**src/rtl/wb_stream_reader_ctrl_if.sv**
```systemverilog
// Wishbone B3 master-side bus bundle for the stream reader write path.
// A master modport for the controller and a slave modport for the bus side.
interface wb_stream_reader_ctrl_if #(
    parameter int WB_AW = 32,
    parameter int WB_DW = 32
);
    logic [WB_AW-1:0]   wbm_adr_o;
    logic [WB_DW-1:0]   wbm_dat_o;
    logic [WB_DW/8-1:0] wbm_sel_o;
    logic               wbm_we_o;
    logic               wbm_cyc_o;
    logic               wbm_stb_o;
    logic [2:0]         wbm_cti_o;
    logic [1:0]         wbm_bte_o;
    logic [WB_DW-1:0]   wbm_dat_i;
    logic               wbm_ack_i;
    logic               wbm_err_i;
    logic               wbm_rty_i;

    modport master (
        output wbm_adr_o, wbm_dat_o, wbm_sel_o, wbm_we_o, wbm_cyc_o, wbm_stb_o,
        output wbm_cti_o, wbm_bte_o,
        input  wbm_dat_i, wbm_ack_i, wbm_err_i, wbm_rty_i
    );

    modport slave (
        input  wbm_adr_o, wbm_dat_o, wbm_sel_o, wbm_we_o, wbm_cyc_o, wbm_stb_o,
        input  wbm_cti_o, wbm_bte_o,
        output wbm_dat_i, wbm_ack_i, wbm_err_i, wbm_rty_i
    );
endinterface

```
**src/rtl/wb_stream_reader_ctrl.sv**
```systemverilog
// Drains a FWFT FIFO into a circular memory buffer using Wishbone incrementing
// write bursts; pulses irq on every buffer wrap.
module wb_stream_reader_ctrl #(
    parameter int WB_AW         = 32,
    parameter int WB_DW         = 32,
    parameter int FIFO_AW       = 4,
    parameter int MAX_BURST_LEN = 2**FIFO_AW
) (
    input  logic                   wb_clk_i,
    input  logic                   wb_rst_ni,
    wb_stream_reader_ctrl_if.master wbm,
    input  logic [WB_DW-1:0]       fifo_dout,
    output logic                   fifo_rd,
    input  logic [FIFO_AW:0]       fifo_cnt,
    input  logic                   enable,
    input  logic [WB_AW-1:0]       start_adr,
    input  logic [WB_AW-1:0]       buf_size,
    input  logic [WB_AW-1:0]       burst_size,
    output logic                   busy,
    output logic                   irq,
    output logic                   err
);
    typedef enum logic {S_IDLE, S_BURST} state_t;

    localparam logic [WB_AW-1:0] BYTES  = WB_AW'(WB_DW/8);
    localparam logic [WB_AW-1:0] MAX_BL = WB_AW'(MAX_BURST_LEN);
    localparam logic [WB_AW-1:0] ONE    = WB_AW'(1);

    state_t           r_state;
    logic [WB_AW-1:0] r_idx;
    logic [WB_AW-1:0] r_bcnt;
    logic             r_cyc;
    logic             r_irq;
    logic             r_err;
    logic             r_en_q;

    logic [WB_AW-1:0] w_bsize, w_breq, w_bclamp, w_idx_cur, w_room, w_blen, w_idx_inc;
    logic             w_en_rise, w_start, w_wrap, w_unused;

    // A rising enable restarts at the buffer base, including the start decision made that cycle.
    assign w_en_rise = enable & ~r_en_q;
    assign w_idx_cur = w_en_rise ? '0 : r_idx;

    assign w_bsize   = (buf_size == '0) ? ONE : buf_size;
    assign w_breq    = (burst_size == '0) ? ONE : burst_size;
    assign w_bclamp  = (w_breq > MAX_BL) ? MAX_BL : w_breq;
    assign w_room    = (w_idx_cur < w_bsize) ? (w_bsize - w_idx_cur) : ONE;
    assign w_blen    = (w_bclamp < w_room) ? w_bclamp : w_room;
    assign w_start   = enable & ~r_err & (WB_AW'(fifo_cnt) >= w_blen);

    assign w_idx_inc = r_idx + ONE;
    assign w_wrap    = (w_idx_inc >= w_bsize);

    assign wbm.wbm_adr_o = start_adr + r_idx * BYTES;
    assign wbm.wbm_dat_o = fifo_dout;
    assign wbm.wbm_sel_o = '1;
    assign wbm.wbm_we_o  = 1'b1;
    assign wbm.wbm_cyc_o = r_cyc;
    assign wbm.wbm_stb_o = r_cyc;
    assign wbm.wbm_cti_o = r_cyc ? ((r_bcnt == ONE) ? 3'b111 : 3'b010) : 3'b000;
    assign wbm.wbm_bte_o = 2'b00;

    assign fifo_rd = r_cyc & wbm.wbm_ack_i;
    assign busy    = (r_state == S_BURST);
    assign irq     = r_irq;
    assign err     = r_err;
    assign w_unused = ^wbm.wbm_dat_i;

    always_ff @(posedge wb_clk_i) begin
        if (!wb_rst_ni) begin
            r_state <= S_IDLE;
            r_idx   <= '0;
            r_bcnt  <= '0;
            r_cyc   <= 1'b0;
            r_irq   <= 1'b0;
            r_err   <= 1'b0;
            r_en_q  <= 1'b0;
        end else begin
            r_en_q <= enable;
            r_irq  <= 1'b0;
            if (!enable)   r_err <= 1'b0;
            if (w_en_rise) r_idx <= '0;
            case (r_state)
                S_IDLE: begin
                    if (w_start) begin
                        r_state <= S_BURST;
                        r_cyc   <= 1'b1;
                        r_bcnt  <= w_blen;
                    end
                end
                S_BURST: begin
                    // Ack beats err/rty; a dropped cyc inside BURST is the one-cycle retry gap.
                    if (!r_cyc) begin
                        r_cyc <= 1'b1;
                    end else if (wbm.wbm_ack_i) begin
                        r_idx  <= w_wrap ? '0 : w_idx_inc;
                        r_irq  <= w_wrap;
                        r_bcnt <= r_bcnt - ONE;
                        if (r_bcnt == ONE) begin
                            r_cyc   <= 1'b0;
                            r_state <= S_IDLE;
                        end
                    end else if (wbm.wbm_err_i) begin
                        r_cyc   <= 1'b0;
                        r_err   <= 1'b1;
                        r_state <= S_IDLE;
                    end else if (wbm.wbm_rty_i) begin
                        r_cyc <= 1'b0;
                    end
                end
                default: r_state <= S_IDLE;
            endcase
        end
    end
endmodule

```
**src/flat_wrapper.sv**
```systemverilog
// flat-port wrapper written by rule: the top's interface ports become plain ports
module wb_stream_reader_ctrl_flat 
#(
    parameter int WB_AW         = 32,
    parameter int WB_DW         = 32,
    parameter int FIFO_AW       = 4,
    parameter int MAX_BURST_LEN = 2**FIFO_AW
)
  (wb_clk_i, wb_rst_ni, fifo_dout, fifo_rd, fifo_cnt, enable, start_adr, buf_size, burst_size, busy, irq, err, wbm_wbm_adr_o, wbm_wbm_dat_o, wbm_wbm_sel_o, wbm_wbm_we_o, wbm_wbm_cyc_o, wbm_wbm_stb_o, wbm_wbm_cti_o, wbm_wbm_bte_o, wbm_wbm_dat_i, wbm_wbm_ack_i, wbm_wbm_err_i, wbm_wbm_rty_i);
  wb_stream_reader_ctrl_if #(.WB_AW(WB_AW), .WB_DW(WB_DW)) wbm_i ();
  input  logic wb_clk_i;
  input  logic wb_rst_ni;
  input  logic [WB_DW-1:0] fifo_dout;
  output logic fifo_rd;
  input  logic [FIFO_AW:0] fifo_cnt;
  input  logic enable;
  input  logic [WB_AW-1:0] start_adr;
  input  logic [WB_AW-1:0] buf_size;
  input  logic [WB_AW-1:0] burst_size;
  output logic busy;
  output logic irq;
  output logic err;
  output wire logic [$bits(wbm_i.wbm_adr_o)-1:0] wbm_wbm_adr_o;
  output wire logic [$bits(wbm_i.wbm_dat_o)-1:0] wbm_wbm_dat_o;
  output wire logic [$bits(wbm_i.wbm_sel_o)-1:0] wbm_wbm_sel_o;
  output wire logic [$bits(wbm_i.wbm_we_o)-1:0] wbm_wbm_we_o;
  output wire logic [$bits(wbm_i.wbm_cyc_o)-1:0] wbm_wbm_cyc_o;
  output wire logic [$bits(wbm_i.wbm_stb_o)-1:0] wbm_wbm_stb_o;
  output wire logic [$bits(wbm_i.wbm_cti_o)-1:0] wbm_wbm_cti_o;
  output wire logic [$bits(wbm_i.wbm_bte_o)-1:0] wbm_wbm_bte_o;
  input wire logic [$bits(wbm_i.wbm_dat_i)-1:0] wbm_wbm_dat_i;
  input wire logic [$bits(wbm_i.wbm_ack_i)-1:0] wbm_wbm_ack_i;
  input wire logic [$bits(wbm_i.wbm_err_i)-1:0] wbm_wbm_err_i;
  input wire logic [$bits(wbm_i.wbm_rty_i)-1:0] wbm_wbm_rty_i;
  assign wbm_wbm_adr_o = wbm_i.wbm_adr_o;
  assign wbm_wbm_dat_o = wbm_i.wbm_dat_o;
  assign wbm_wbm_sel_o = wbm_i.wbm_sel_o;
  assign wbm_wbm_we_o = wbm_i.wbm_we_o;
  assign wbm_wbm_cyc_o = wbm_i.wbm_cyc_o;
  assign wbm_wbm_stb_o = wbm_i.wbm_stb_o;
  assign wbm_wbm_cti_o = wbm_i.wbm_cti_o;
  assign wbm_wbm_bte_o = wbm_i.wbm_bte_o;
  assign wbm_i.wbm_dat_i = wbm_wbm_dat_i;
  assign wbm_i.wbm_ack_i = wbm_wbm_ack_i;
  assign wbm_i.wbm_err_i = wbm_wbm_err_i;
  assign wbm_i.wbm_rty_i = wbm_wbm_rty_i;
  wb_stream_reader_ctrl #(.WB_AW(WB_AW), .WB_DW(WB_DW), .FIFO_AW(FIFO_AW), .MAX_BURST_LEN(MAX_BURST_LEN)) u_core (.wb_clk_i(wb_clk_i), .wb_rst_ni(wb_rst_ni), .wbm(wbm_i), .fifo_dout(fifo_dout), .fifo_rd(fifo_rd), .fifo_cnt(fifo_cnt), .enable(enable), .start_adr(start_adr), .buf_size(buf_size), .burst_size(burst_size), .busy(busy), .irq(irq), .err(err));
endmodule
```
**config.mk**
```make
export PLATFORM = sky130hd
export DESIGN_NAME = wb_stream_reader_ctrl_flat
export DESIGN_NICKNAME = d
export VERILOG_FILES = /design/src/rtl/wb_stream_reader_ctrl_if.sv /design/src/rtl/wb_stream_reader_ctrl.sv /design/src/flat_wrapper.sv
export SDC_FILE = /design/constraint.sdc
export NUM_CORES = 1
export LEC_CHECK = 0
export ABC_CLOCK_PERIOD_IN_PS = 11800
export BUFFER_PORTS_ARGS = -buffer_cell sky130_fd_sc_hd__buf_2
export CAP_MARGIN = 40
export CORE_ASPECT_RATIO = 1.4
export CORE_MARGIN = 10
export CORE_UTILIZATION = 40
export CTS_CLUSTER_DIAMETER = 120
export CTS_CLUSTER_SIZE = 16
export DETAILED_ROUTE_END_ITERATION = 6
export SLEW_MARGIN = 20
export SYNTH_ARGS = -nofsm -noshare
export SYNTH_HDL_FRONTEND = slang
export SYNTH_SLANG_ARGS = --single-unit
```
**constraint.sdc**
```tcl
create_clock -name wb_clk_i -period 11.8 [get_ports wb_clk_i]
set_clock_uncertainty 0.15 [all_clocks]
set_input_delay 2.36 -clock wb_clk_i [delete_from_list [all_inputs] [get_ports wb_clk_i]]
set_output_delay 2.36 -clock wb_clk_i [all_outputs]
set_load 0.03 [all_outputs]
```
Yosys cells after proc, flatten, opt, wreduce, memory -nomap -nowiden

Index checks and enable logic that the tools add are counted.

Bits in registers: 69
Bits in latches: 0
RAM bits: 0
Bits in read-only memories: 0
Word-level logic and storage cells: 64
Memories: 0

Add/sub/neg operators: 4
$mul: 0
Divide/modulo/power cells: 0
Order comparisons: 5
Equality and inequality tests: 4
Shift operators: 0
Multiplexer cells: 33
Bitwise operators: 7
Reductions and logical operators: 4

Operators with widths:

| cell                                                                              | number |
|---|---|
| 32-bit 2-to-1 mux                                                                 | 13 |
| 32-bit zero test                                                                  | 2 |
| 32-bit less-than comparator                                                       | 2 |
| 32-bit case mux with 2 select lines                                               | 1 |
| 32-bit by 1-bit adder with 32-bit output (second input constant)                  | 1 |
| 32-bit adder                                                                      | 1 |
| 32-bit by 1-bit equality test with 1-bit output (second input constant)           | 1 |
| 32-bit greater-or-equal comparator                                                | 1 |
| 5-bit by 32-bit greater-or-equal comparator with 1-bit output                     | 1 |
| 32-bit by 5-bit greater-than comparator with 1-bit output (second input constant) | 1 |
| 32-bit by 1-bit subtractor with 32-bit output (second input constant)             | 1 |
| 32-bit subtractor                                                                 | 1 |
| 1-bit 2-to-1 mux                                                                  | 15 |
| 3-bit 2-to-1 mux                                                                  | 2 |
| 1-bit AND                                                                         | 4 |
| 2-bit inequality test (second input constant)                                     | 2 |
| 1-bit case mux with 2 select lines                                                | 2 |
| 4-bit AND reduction                                                               | 1 |
| 1-bit NOT                                                                         | 3 |
| 3-bit AND reduction                                                               | 1 |
| 2-bit by 1-bit inequality test with 1-bit output (second input constant)          | 1 |

Longest topological paths before layout

Depth in word-level cells: 11
Gate-level depth with buffers: 39
Gate-level depth less buffers: 36

Least setup slack after synthesis

No wires, ideal clock.

Kind: input port to flip-flop
Start point: input port buf_size[24]
End point: register u_core.r_bcnt[14]
Setup time: 0.132 ns
Arrival: 9.451 ns
Slack: 2.066 ns
Cell stages on the path: 38
Buffers on the path: 3
Cell sequence: nor4_1 > nand4_1 > nor2_1 > or2_2 > inv_1 > ha_1 > inv_1 > fa_1 > a211oi_2 > o211ai_2 > nand3_1 > a21oi_1 > o31ai_1 > a21oi_1 > clkbuf_1 > clkbuf_1 > nand2_1 > ha_1 > [2 not listed] > o21ai_0 > a21oi_1 > nand3_1 > or3_1 > o21ai_1 > mux2_2 > ha_1 > a21o_1 > a21o_1 > a21o_1 > a21oi_1 > or3b_2 > nor2_1 > o31a_1 > nor2_1 > buf_2 > a22oi_2 > o32ai_2

Word-level cells in the longest chain between the ends: 10
Elaborated cells on any way between the ends: 13
Classes of those cells: 1 x add/sub; 3 x order compare; 1 x eq/ne; 5 x mux; 1 x bitwise; 2 x reduce/logical

RTL lines:

| item                                                              | RTL line                    | source |
|---|---|---|
| start: declaration                                                | flat_wrapper.sv:18          | `input logic [WB_AW-1:0] buf_size;` |
| 32-bit zero test                                                  | wb_stream_reader_ctrl.sv:44 | `assign w_bsize = (buf_size == '0) ? ONE : buf_size;` |
| 32-bit 2-to-1 mux (*)                                             | wb_stream_reader_ctrl.sv:44 |  |
| 32-bit subtractor or 32-bit less-than comparator (tied branches)  | wb_stream_reader_ctrl.sv:47 | `assign w_room = (w_idx_cur < w_bsize) ? (w_bsize - w_idx_cur) : ONE;` |
| 32-bit 2-to-1 mux (*)                                             | wb_stream_reader_ctrl.sv:47 |  |
| 32-bit less-than comparator                                       | wb_stream_reader_ctrl.sv:48 | `assign w_blen = (w_bclamp < w_room) ? w_bclamp : w_room;` |
| 32-bit 2-to-1 mux (*)                                             | wb_stream_reader_ctrl.sv:48 |  |
| 5-bit by 32-bit greater-or-equal comparator with 1-bit output     | wb_stream_reader_ctrl.sv:49 | `assign w_start = enable & ~r_err & (WB_AW'(fifo_cnt) >= w_blen);` |
| 1-bit AND                                                         | wb_stream_reader_ctrl.sv:49 |  |
| 2-bit by 1-bit inequality test with 1-bit output (no source line) | --                          |  |
| 3-bit AND reduction (no source line)                              | --                          |  |
| end signal: assignment                                            | wb_stream_reader_ctrl.sv:88 | `r_bcnt <= w_blen;` |
| end signal: assignment                                            | wb_stream_reader_ctrl.sv:98 | `r_bcnt <= r_bcnt - ONE;` |
| end: declaration                                                  | wb_stream_reader_ctrl.sv:31 | `logic [WB_AW-1:0] r_bcnt;` |

Mark *: on every way between the ends. The rest lies on a longest branch, timed or not. The select of a mux whose other input is x is not followed.
A chain may end at the register's enable or synchronous reset.

Final worst setup path

Start point: input port buf_size[23]
End point: register u_core.r_bcnt[14]

The elaborated chain is that of the path after synthesis.

==> impl_metrics.json <==
{
  "outcome": "complete, no violations",
  "power.switching_mw": 0.4129,
  "diodes": 0,
  "intPower_mw": 0.5581,
  "vias": 10670,
  "r2r_slack_ps": 3790,
  "place_hpwl_um": 27570,
  "slew_violations": 0,
  "hold_depth": 1,
  "hold_viol": 0,
  "cp.required_ps": 11920,
  "port_buffers": 143,
  "synth_xor_area_frac": 0.07174,
  "reg2reg_to": "u_core.r_bcnt[14]$_SDFFE_PN0P_",
  "grt_first_pass_wirelength_um": 53100,
  "crit_type": "input port to register",
  "seq_area_frac_synth": 0.1347,
  "area_delta_synth_final_pct": 10.38,
  "rows": 69,
  "crit_top_cell": "a21oi_1",
  "seqPwrFrac": 0.269,
  "timing.fmax_mhz": 95.97,
  "clkTransAtPathRegs_ps": 60,
  "holdCritStartpoint": "u_core.r_bcnt[28]$_SDFFE_PN0P_",
  "synth_seq_cells": 69,
  "drt_iter0_drc": 558,
  "p_clk_frac": 0.278,
  "ys_async_sr_fraction": 0,
  "place.gp.congestion": 0.9487,
  "nFillCells": 2630,
  "grt_setup_unrepaired": "no",
  "synth.area.top_cells": "ha_1 (16%), dfxtp_1 (13%), nand2_1 (6.3%)",
  "synth_cells": 1460,
  "hp-class": "register to register",
  "final_antenna_net_count": 0,
  "fin_crit_sh": 0.8830,
  "yosys.area_share.simple": 0.2524,
  "combPwrFrac": 0.454,
  "track_usage": 0.1973,
  "post_cts_resized": 0,
  "cts-root-buf": "clkbuf_16",
  "setup.worst_path.end_class": "register",
  "cellLeakagePower_nw": 5.186,
  "drt_drc_violations_left": 0,
  "routed_via_density": 5.706,
  "synth_edf_count": 0,
  "synthMuxAreaShare": 0.008053,
  "first_pass_iters": 5,
  "synth_fa_ha_area_frac": 0.1650,
  "worstRegToRegCells": 31,
  "start_util": 0.4054,
  "max_stage_delay_ps": 750,
  "fin_nets": 1851,
  "slew_headroom": 0.3945,
  "powerDensity_nw_per_um2": 85.78,
  "synth_top_family_by_area": "compound AO/OA/AOI/OAI gates",
  "syn_area_um2": 10250,
  "yosys_warnings": 0,
  "cp-start-kind": "input port",
  "synth_cell_types": 80,
  "cp_max_fo": 11,
  "worst_path_max_delay_cell": "nor4_1",
  "cts_sinks": 69,
  "min_to": "u_core.r_bcnt[28]$_SDFFE_PN0P_",
  "coreArea_um2": 25300,
  "cts_buffers": 9,
  "drv_cap": 0,
  "cts_tree": "yes",
  "overflow": 0,
  "arrival_ps": 10540,
  "die_h_um": 209.5,
  "finalSetupViolCount": 0,
  "cts_max_path_buffers": 2,
  "synth_compound_area_frac": 0.2739,
  "die_area_um2": 32530,
  "swShare": 0.4252,
  "tightestPinTransition_ps": 899.9,
  "htreeDepth": 3,
  "dp_slack_ps": 1183,
  "grt_max_degree": 40,
  "synth_top_area_cell": "ha_1",
  "synth-main-ff-cell": "dfxtp_1",
  "ctsHoldBuffers": 0,
  "antenna_found_initial": 0,
  "wire_per_inst_um": 17.88,
  "postCtsSetupRepairBufs": 0,
  "totalWireLength_um": 33440,
  "reg2reg_from": "u_core.r_en_q$_SDFF_PN0_",
  "syn-mean-instance-area_um2": 7.024,
  "synth_top_cell_area_share": 0.1611,
  "drive_above_1_share": 0.1373,
  "period_needed_ps": 10420,
  "fin_ws_ps": 1380,
  "design.portCount": 251,
  "setup_tns_ps": 0,
  "die_width_um": 155.3,
  "ir_drop_uv": 75.47,
  "grt_pass1_vias": 10680,
  "clk_latency_ps": 360
}
==> placed cells by master, fill, tap and decap left out, drive strengths merged, types with 10 or more instances in the layout <==
master	n
a211oi	18
a21o	56
a21oi	122
a31oi	20
and2	16
and3	19
buf	169
clkbuf	10
conb	34
dfxtp	69
ha	132
inv	81
nand2	171
nand2b	13
nand3	50
nand4	24
nor2	91
nor3	49
nor4	29
o211ai	16
o21a	18
o21ai	97
o21bai	10
or2	11
or3	17
xnor2	58
xor2	26
==> cells in the mapped netlist, drive strengths merged, types with 20 or more instances <==
cell type / number
nand2: 171
nand4: 24
dfxtp: 69
nor2: 91
xnor2: 58
a31oi: 20
clkbuf: 74
inv: 80
nor4: 29
ha: 132
xor2: 26
buf: 52
o21ai: 97
nand3: 50
a21o: 56
nor3: 49
a21oi: 122
==> layer usage <==
metal  part of all wire  GRT usage  vias up
met3              0.041    0.03376       93
met4              0.062     0.1265        0
met5                  0          0        -
met1               0.39     0.2069     4932
li1                   -          -     5378
met2               0.50     0.3534      268
==> power groups by stage <==
| stage | Sequential [mW] | Combinational (mW) | Clock (mW) |
|---|---|---|---|
| 2_1_floorplan | 0.265 | 0.336 | 0 |
| 3_3_place_gp | 0.265 | 0.431 | 0 |
| 3_5_place_dp | 0.265 | 0.434 | 0 |
| 4_1_cts | 0.260 | 0.436 | 0.275 |
| 5_1_grt | 0.263 | 0.492 | 0.285 |
| 6_report | 0.261 | 0.440 | 0.270 |
==> how the worst max path moves through the flow <==
stage                       from                              to  slack, ps  cells after the start
finish              buf_size[23]  u_core.r_bcnt[14]$_SDFFE_PN0P_       1380                     37
global route        buf_size[17]  u_core.r_bcnt[14]$_SDFFE_PN0P_        900                     37
global placement    buf_size[23]  u_core.r_bcnt[25]$_SDFFE_PN0P_       1200                     37
CTS                 buf_size[23]  u_core.r_bcnt[14]$_SDFFE_PN0P_       1530                     37
detailed placement  buf_size[23]  u_core.r_bcnt[25]$_SDFFE_PN0P_       1180                     37
floorplan           buf_size[24]  u_core.r_bcnt[14]$_SDFFE_PN0P_       2070                     38
==> cells by family after synthesis <==
family / Yosys count
multiplexers: 8
AND/OR/NAND/NOR: 527
buffers and inverters: 206
flip-flops: 69
XOR/XNOR: 84
other: 2
AO/OA/AOI/OAI: 430
adder cells (fa/ha/maj): 134
==> final cells by class <==
| type | instances | area, um2 | area share |
|---|---|---|---|
| inverters | 80 | 300.3 | 0.02653 |
| flip-flops and latches | 69 | 1381 | 0.1220 |
| well taps | 319 | 399.1 | 0.03526 |
| multi-input cells | 1217 | 8039 | 0.7102 |
| clock buffers | 10 | 239.0 | 0.02111 |
| clock inverters | 6 | 46.29 | 0.004090 |
| repair buffers | 169 | 914.6 | 0.08080 |
==> critical path, delay by kind of cell <==
| family | cells | cell delay, ps |
|---|---|---|
| AOI/OAI and AO/OA | 12 | 2050 |
| adders and majority gates | 4 | 1010 |
| buffers and inverters | 5 | 650 |
| muxes | 1 | 390 |
| and+or+nand+nor | 15 | 4060 |
==> flip-flops by register name (all words and copies together), names as in the netlist <==
| signal | cells |
|---|---|
| u_core.err | 1 |
| u_core.r_bcnt | 32 |
| u_core.r_en_q | 1 |
| u_core.wbm.wbm_cyc_o | 1 |
| u_core.r_idx | 32 |
| u_core.busy | 1 |
| u_core.irq | 1 |
==> metrics by stage <==
stage               utilization  instances  cell area [um2]  hold WS (ps)  total power [mW]
floorplan                     -       1492            10380         272.8            0.6006
global placement         0.4358       1853            11020         287.7            0.6961
detailed placement       0.4362       1854            11030         292.2            0.6997
CTS                      0.4475       1870            11320         301.9            0.9723
global route             0.4475       1870            11320         334.5             1.040
finish                   0.4475       1870            11320         304.7            0.9710
No activity file was read; power rests on OpenSTA's default activity.
